===== src/rtl/normalizer_seq.sv =====
// Multi-cycle left-normalizer: shifts an operand left one bit per cycle until its MSB is set,
// returning the normalized value and the negated shift count (the right shift that restores it).
module normalizer_seq #(
    parameter int BIT_COUNT = 8
) (
    input  logic                 clk,
    input  logic                 rst_n,
    input  logic                 start_valid,
    output logic                 start_ready,
    input  logic [BIT_COUNT-1:0] norm_in,
    output logic                 done_valid,
    input  logic                 done_ready,
    output logic [BIT_COUNT-1:0] norm_out,
    output logic [BIT_COUNT-1:0] shift_amount,
    output logic                 zero
);

    localparam logic [BIT_COUNT-1:0] ONE = BIT_COUNT'(1);

    typedef enum logic [1:0] {
        IDLE,
        SHIFT,
        DONE
    } state_t;

    state_t               state;
    state_t               state_next;
    logic [BIT_COUNT-1:0] work_reg;
    logic [BIT_COUNT-1:0] count_reg;
    logic                 work_zero;
    logic                 work_msb;

    assign work_zero   = (work_reg == '0);
    assign work_msb    = work_reg[BIT_COUNT-1];
    assign start_ready = (state == IDLE);
    assign done_valid  = (state == DONE);

    // NOTE: sequential state uses non-blocking assignments so every register samples pre-edge values.
    always_ff @(posedge clk or negedge rst_n) begin
        if (!rst_n) begin
            state <= IDLE;
        end else begin
            state <= state_next;
        end
    end

    // NOTE: state_next gets its default before the case so no path leaves it unassigned (no latch).
    always_comb begin
        state_next = state;
        case (state)
            IDLE:    if (start_valid) state_next = SHIFT;
            SHIFT:   if (work_zero || work_msb) state_next = DONE;
            DONE:    if (done_ready) state_next = IDLE;
            default: state_next = IDLE;
        endcase
    end

    // Result registers only load on the SHIFT->DONE decision, so the last result persists.
    always_ff @(posedge clk or negedge rst_n) begin
        if (!rst_n) begin
            work_reg     <= '0;
            count_reg    <= '0;
            norm_out     <= '0;
            shift_amount <= '0;
            zero         <= 1'b0;
        end else begin
            case (state)
                IDLE: begin
                    if (start_valid) begin
                        work_reg  <= norm_in;
                        count_reg <= '0;
                    end
                end
                SHIFT: begin
                    if (work_zero) begin
                        zero         <= 1'b1;
                        norm_out     <= '0;
                        shift_amount <= '0;
                    end else if (work_msb) begin
                        zero         <= 1'b0;
                        norm_out     <= work_reg;
                        shift_amount <= '0 - count_reg;
                    end else begin
                        work_reg  <= {work_reg[BIT_COUNT-2:0], 1'b0};
                        count_reg <= count_reg + ONE;
                    end
                end
                default: ;
            endcase
        end
    end

endmodule


===== config.mk =====
export PLATFORM = sky130hd
export DESIGN_NAME = normalizer_seq
export DESIGN_NICKNAME = d
export VERILOG_FILES = /design/src/rtl/normalizer_seq.sv
export SDC_FILE = /design/constraint.sdc
export NUM_CORES = 1
export LEC_CHECK = 0
export CORE_UTILIZATION = 45
export CTS_BUF_LIST = sky130_fd_sc_hd__clkbuf_16
export DETAILED_ROUTE_END_ITERATION = 8
export DONT_BUFFER_PORTS = 1
export PLACE_DENSITY_LB_ADDON = 0.12
export SKIP_CTS_REPAIR_TIMING = 1
export SYNTH_ARGS = -nofsm -noshare
export SYNTH_HDL_FRONTEND = slang
export SYNTH_SLANG_ARGS = --single-unit
export TNS_END_PERCENT = 10

===== constraint.sdc =====
create_clock -name clk -period 5.03 [get_ports clk]
set_input_delay 1.006 -clock clk [delete_from_list [all_inputs] [get_ports clk]]
set_output_delay 1.006 -clock clk [all_outputs]
set_load 0.02 [all_outputs]

Word level (Yosys, flattened, before mapping)
Cells that the tools add are included.
- bits in registers: 35
- bits in latches: 0
- memory bits (writable): 0
- memory bits (read-only): 0
- bits of input ports: 12
- output and inout bits: 19
- memories kept: 0
- $add $sub $neg: 2
- $mul: 0
- div/mod/pow operators: 0
- magnitude comparators: 0
- equality and inequality tests: 7
- shift operators: 0
- mux-type cells: 18
- bitwise gates (word level): 0
- reductions and logical operators: 9
- operators with widths (kind ; number):
    $mux 8 ; 10
    $pmux 8 s2 ; 2
    $add 8x1->8 const B ; 1
    $logic_not 8->1 ; 1
    $ne 2x2->1 const B ; 4
    $sub 1x8->8 const A ; 1
    $mux 2 ; 3
    $pmux 2 s3 ; 1
    $reduce_and 3->1 ; 2
    $reduce_and 4->1 ; 1
    $reduce_bool 2->1 ; 2
    $eq 2x1->1 const B ; 1
    $eq 2x2->1 const B ; 1
    $logic_not 2->1 ; 1
    $mux 1 ; 2
    $ne 2x1->1 const B ; 1
    $reduce_and 2->1 ; 1
    $logic_or 1x1->1 ; 1

Logic depth before layout (Yosys ltp)
- depth in word-level cells: 4
- mapped depth: 7

Least setup slack after synthesis
No wires, ideal clock.
- path kind: register -> output
- start: register state[1]
- end: output port start_ready
- arrival: 0.799 ns
- setup slack: 3.225 ns
- stages on the path, launching flop included: 2
- path buffers: 0
- cell sequence: dfrtp_1 nor2_1
- word-level cells in the longest chain between the ends: 1
- RTL lines (what ; line ; RTL):
    from (decl) ; 26 ; state_t state;
    from (signal assigned) ; 43 ; state <= state_next;
    $logic_not 2->1 ; 35 ; assign start_ready = (state == IDLE);
    to (decl) ; 9 ; output logic start_ready,
No other way between the ends.

Worst setup path in the final report
- start: register state[1]
- end: register work_reg[1]
- word-level cells in the longest chain between the ends: 3
- elaborated cells between the ends (all ways): 8
- those cells by class: eq/ne: 4; mux: 1; reduce/logical: 3
- RTL lines (what ; line ; RTL):
    $eq 2x1->1 / $logic_not 2->1 (equally long branches) ; 67 ; case (state)
    $ne 2x2->1 (no source line) / $reduce_bool 2->1 (equally long branches) ; -- ;
    $reduce_and 4->1 (no source line) ; -- ;
    to (signal assigned) ; 70 ; work_reg <= norm_in;
    to (signal assigned) ; 84 ; work_reg <= {work_reg[BIT_COUNT-2:0], 1'b0};
    to (decl) ; 28 ; logic [BIT_COUNT-1:0] work_reg;
Several ways; a longest one is shown, not always the timed one.
A chain may end at the register's enable or synchronous reset.

==> flow_metrics.env <==
export IMPL_outcome="finished, final reports clean"
export IMPL_finalCritPeriodShare=0.455
export IMPL_grt_busiest_layer="met2"
export IMPL_first_pass_iters=4
export IMPL_timing_final_crit_period_ns=2.29
export IMPL_yosys_area_top_type="dfrtp_1"
export IMPL_crit_arrival_ns=2.45
export IMPL_cts_htree_levels=2
export IMPL_io_buffer_count=0
export IMPL_wl_per_cell_um=16.3
export IMPL_pwr_share_seq=0.450
export IMPL_fin_nets=161
export IMPL_clock_path_buffers=2
export IMPL_power_frac_clock=0.204
export IMPL_critPathKind="register to register"
export IMPL_cp_start_kind="register"
export IMPL_initial_core_util=0.466
export IMPL_async_flop_share=1.00
export IMPL_endpoint_kind="register"
export IMPL_peakVddDrop_v=0.000270
export IMPL_ys_warn_count=0
export IMPL_power_frac_comb=0.347
export IMPL_drive_gt1_frac=0.149
export IMPL_intPower_w=0.000822
export IMPL_final_antenna_net_count=0
export IMPL_vias_per_cell=5.63
export IMPL_pin_count=31
export IMPL_critical_path_slowest_cell="a211oi_4"
export IMPL_final_cell_count_no_fill=196
export IMPL_synth_sequential_area_ratio=0.514
export IMPL_cts_tree="done"
export IMPL_synthTopCellsByCount="35 x dfrtp_1, 14 x a21oi_1, 10 x inv_1"
export IMPL_routed_wl_um=3200
export IMPL_swShare=0.406
export IMPL_grt_setup_unrepaired="false"
export IMPL_avgSynthCellArea_um2=11.4
export IMPL_finalHoldViolCount=0
export IMPL_die_x_um=63.6
export IMPL_rows=22
export IMPL_dieArea_um2=4040
export IMPL_skew_ns=0.00433
export IMPL_use_met1=0.226
export IMPL_use_met3=0.0562
export IMPL_worst_endpoint_required_ns=5.19
export IMPL_drt_iter0_markers=39
export IMPL_critPathMaxStageDelay_ns=0.54
export IMPL_grt_pass1_wl_um=5510
export IMPL_die_h_um=63.6
export IMPL_fp_coreArea_um2=3660
export IMPL_cts_sinks=35
export IMPL_syn_inst=150
export IMPL_slew_violations=0
export IMPL_routabilityCongestion=0.861
export IMPL_min_path_type="input port to async pin"
export IMPL_finalSetupViolations=0
export IMPL_timing_hold_ws_ns=0.423
export IMPL_dp_cells=188
export IMPL_yosysMostFrequentCell="dfrtp_1"
export IMPL_area_growth_pct=7.70
export IMPL_hpwl_um=2190
export IMPL_drc_errors=0
export IMPL_cts_root_buf="clkbuf_16"
export IMPL_relSlewSlack=0.569
export IMPL_synth_seq_cells=35
export IMPL_crit_chain="nand2b_1, a211oi_4, a21oi_2, inv_2, mux2_2"
export IMPL_vias=1104
export IMPL_path_max_fanout=17
export IMPL_track_usage=0.183
export IMPL_grt_max_degree=36
export IMPL_antenna_found_initial=0
export IMPL_syn_nets=164
export IMPL_max_freq_ghz=0.437
export IMPL_p_sw_w=0.000561
export IMPL_synth_top_cell_area_share=0.514
export IMPL_synth_edf_count=0
export IMPL_synth_distinct_cells=40
export IMPL_synth_area_leaders="dfrtp_1 51%, mux2_2 5.9%, a21oi_1 4.1%, a22o_1 3.6%, mux2i_1 2.9%"
export IMPL_met2_usage=0.293
export IMPL_syn_area_um2=1710
export IMPL_grt_pass1_vias=1138
export IMPL_n_antenna_cell=0
export IMPL_clkLatencyLatePin_ns=0.27
export IMPL_path_clk_slew_ns=0.05
export IMPL_ys_flop_type="dfrtp_1"
export IMPL_power_density_nw_per_um2=753
export IMPL_numCtsBuffers=5
export IMPL_leakagePower_nw=0.845
export IMPL_tightest_slew_ns=0.646
export IMPL_cap_violations=0
export IMPL_timing_setup_tns_ns=0
export IMPL_grt_ovfl_total=0
## per-stage QoR
step                utilization  total power (W)  instance area (um2)  setup slack (ns)
finish                    0.502          0.00138                 1840              2.74
global route              0.502          0.00148                 1840              2.54
CTS                       0.502          0.00140                 1840              2.72
detailed placement        0.464          0.00111                 1700              2.75
global placement          0.464          0.00110                 1700              2.84
floorplan                     -          0.00105                 1710              3.23
## power groups by stage
stage	Sequential (W)	Clock, W	Combinational [W]
global route	0.000646	0.000302	0.000535
global placement	0.000624	0	0.000475
detailed placement	0.000627	0	0.000486
CTS	0.000623	0.000293	0.000487
floorplan	0.000560	0	0.000490
finish	0.000622	0.000282	0.000480
## placed cells by master, fill, tap and decap left out, drive strengths merged
cell type / instances
dfrtp: 35
a21oi: 15
inv: 13
mux2: 9
a22o: 7
nor2: 6
nor3: 5
mux2i: 5
and3: 5
clkbuf: 5
xnor2: 4
nand2: 4
nand3: 3
o21a: 3
o21ai: 3
nand2b: 2
nor4: 2
nor3b: 2
o31ai: 2
a21o: 2
a221o: 2
ha: 2
a211oi: 1
nand4: 1
nor2b: 1
a41oi: 1
a31oi: 1
and2: 1
or3b: 1
or4: 1
xor2: 1
a32o: 1
o22a: 1
clkinv: 1
## cells by family (layout without fill, tap and decap cells)
| family | Yosys count | after routing | synth area share |
|---|---|---|---|
| AO/OA/AOI/OAI | 39 | 39 | 0.165 |
| flip-flops | 35 | 35 | 0.514 |
| AND/OR/NAND/NOR | 34 | 34 | 0.129 |
| buffers and inverters | 21 | 19 | 0.0631 |
| multiplexers | 14 | 14 | 0.0888 |
| XOR/XNOR | 5 | 5 | 0.0257 |
| adder cells (fa/ha/maj) | 2 | 2 | 0.0147 |
## critical path: cells and delay by family (launching register included)
kind | cells | cell delay, ns
and+or+nand+nor | 1 | 0.45
muxes | 1 | 0.37
DFF | 1 | 0.43
AOI/OAI and AO/OA | 2 | 0.65
buffers and inverters | 1 | 0.26
## worst paths after layout
kind                             start            to  depth (start not counted)  slack, ns
max                           state[1]   work_reg[1]                          5       2.74
min                              rst_n   norm_out[6]                          0       0.42
max reg2reg                   state[1]   work_reg[1]                          5       2.74
min reg2reg                work_reg[2]   norm_out[2]                          1       0.54
max in group asynchronous        rst_n  count_reg[0]                          0       4.53
min in group clk           work_reg[2]   norm_out[2]                          1       0.54
## layout make-up
class | instances | area [um2]
inverters | 11 | 41.3
flip-flops and latches | 35 | 876
well taps | 48 | 60.1
clock inverters | 3 | 12.5
multi-input cells | 94 | 722
clock buffers | 5 | 125
fillers | 346 | 1820
## routing by layer
layer  share of wire  vias to the layer above
met1            0.47                      546
li1                -                      527
met4           0.018                        0
met5               0                        -
met2            0.48                       25
met3           0.036                        6
Note: power is estimated with default switching activity, not from simulation.
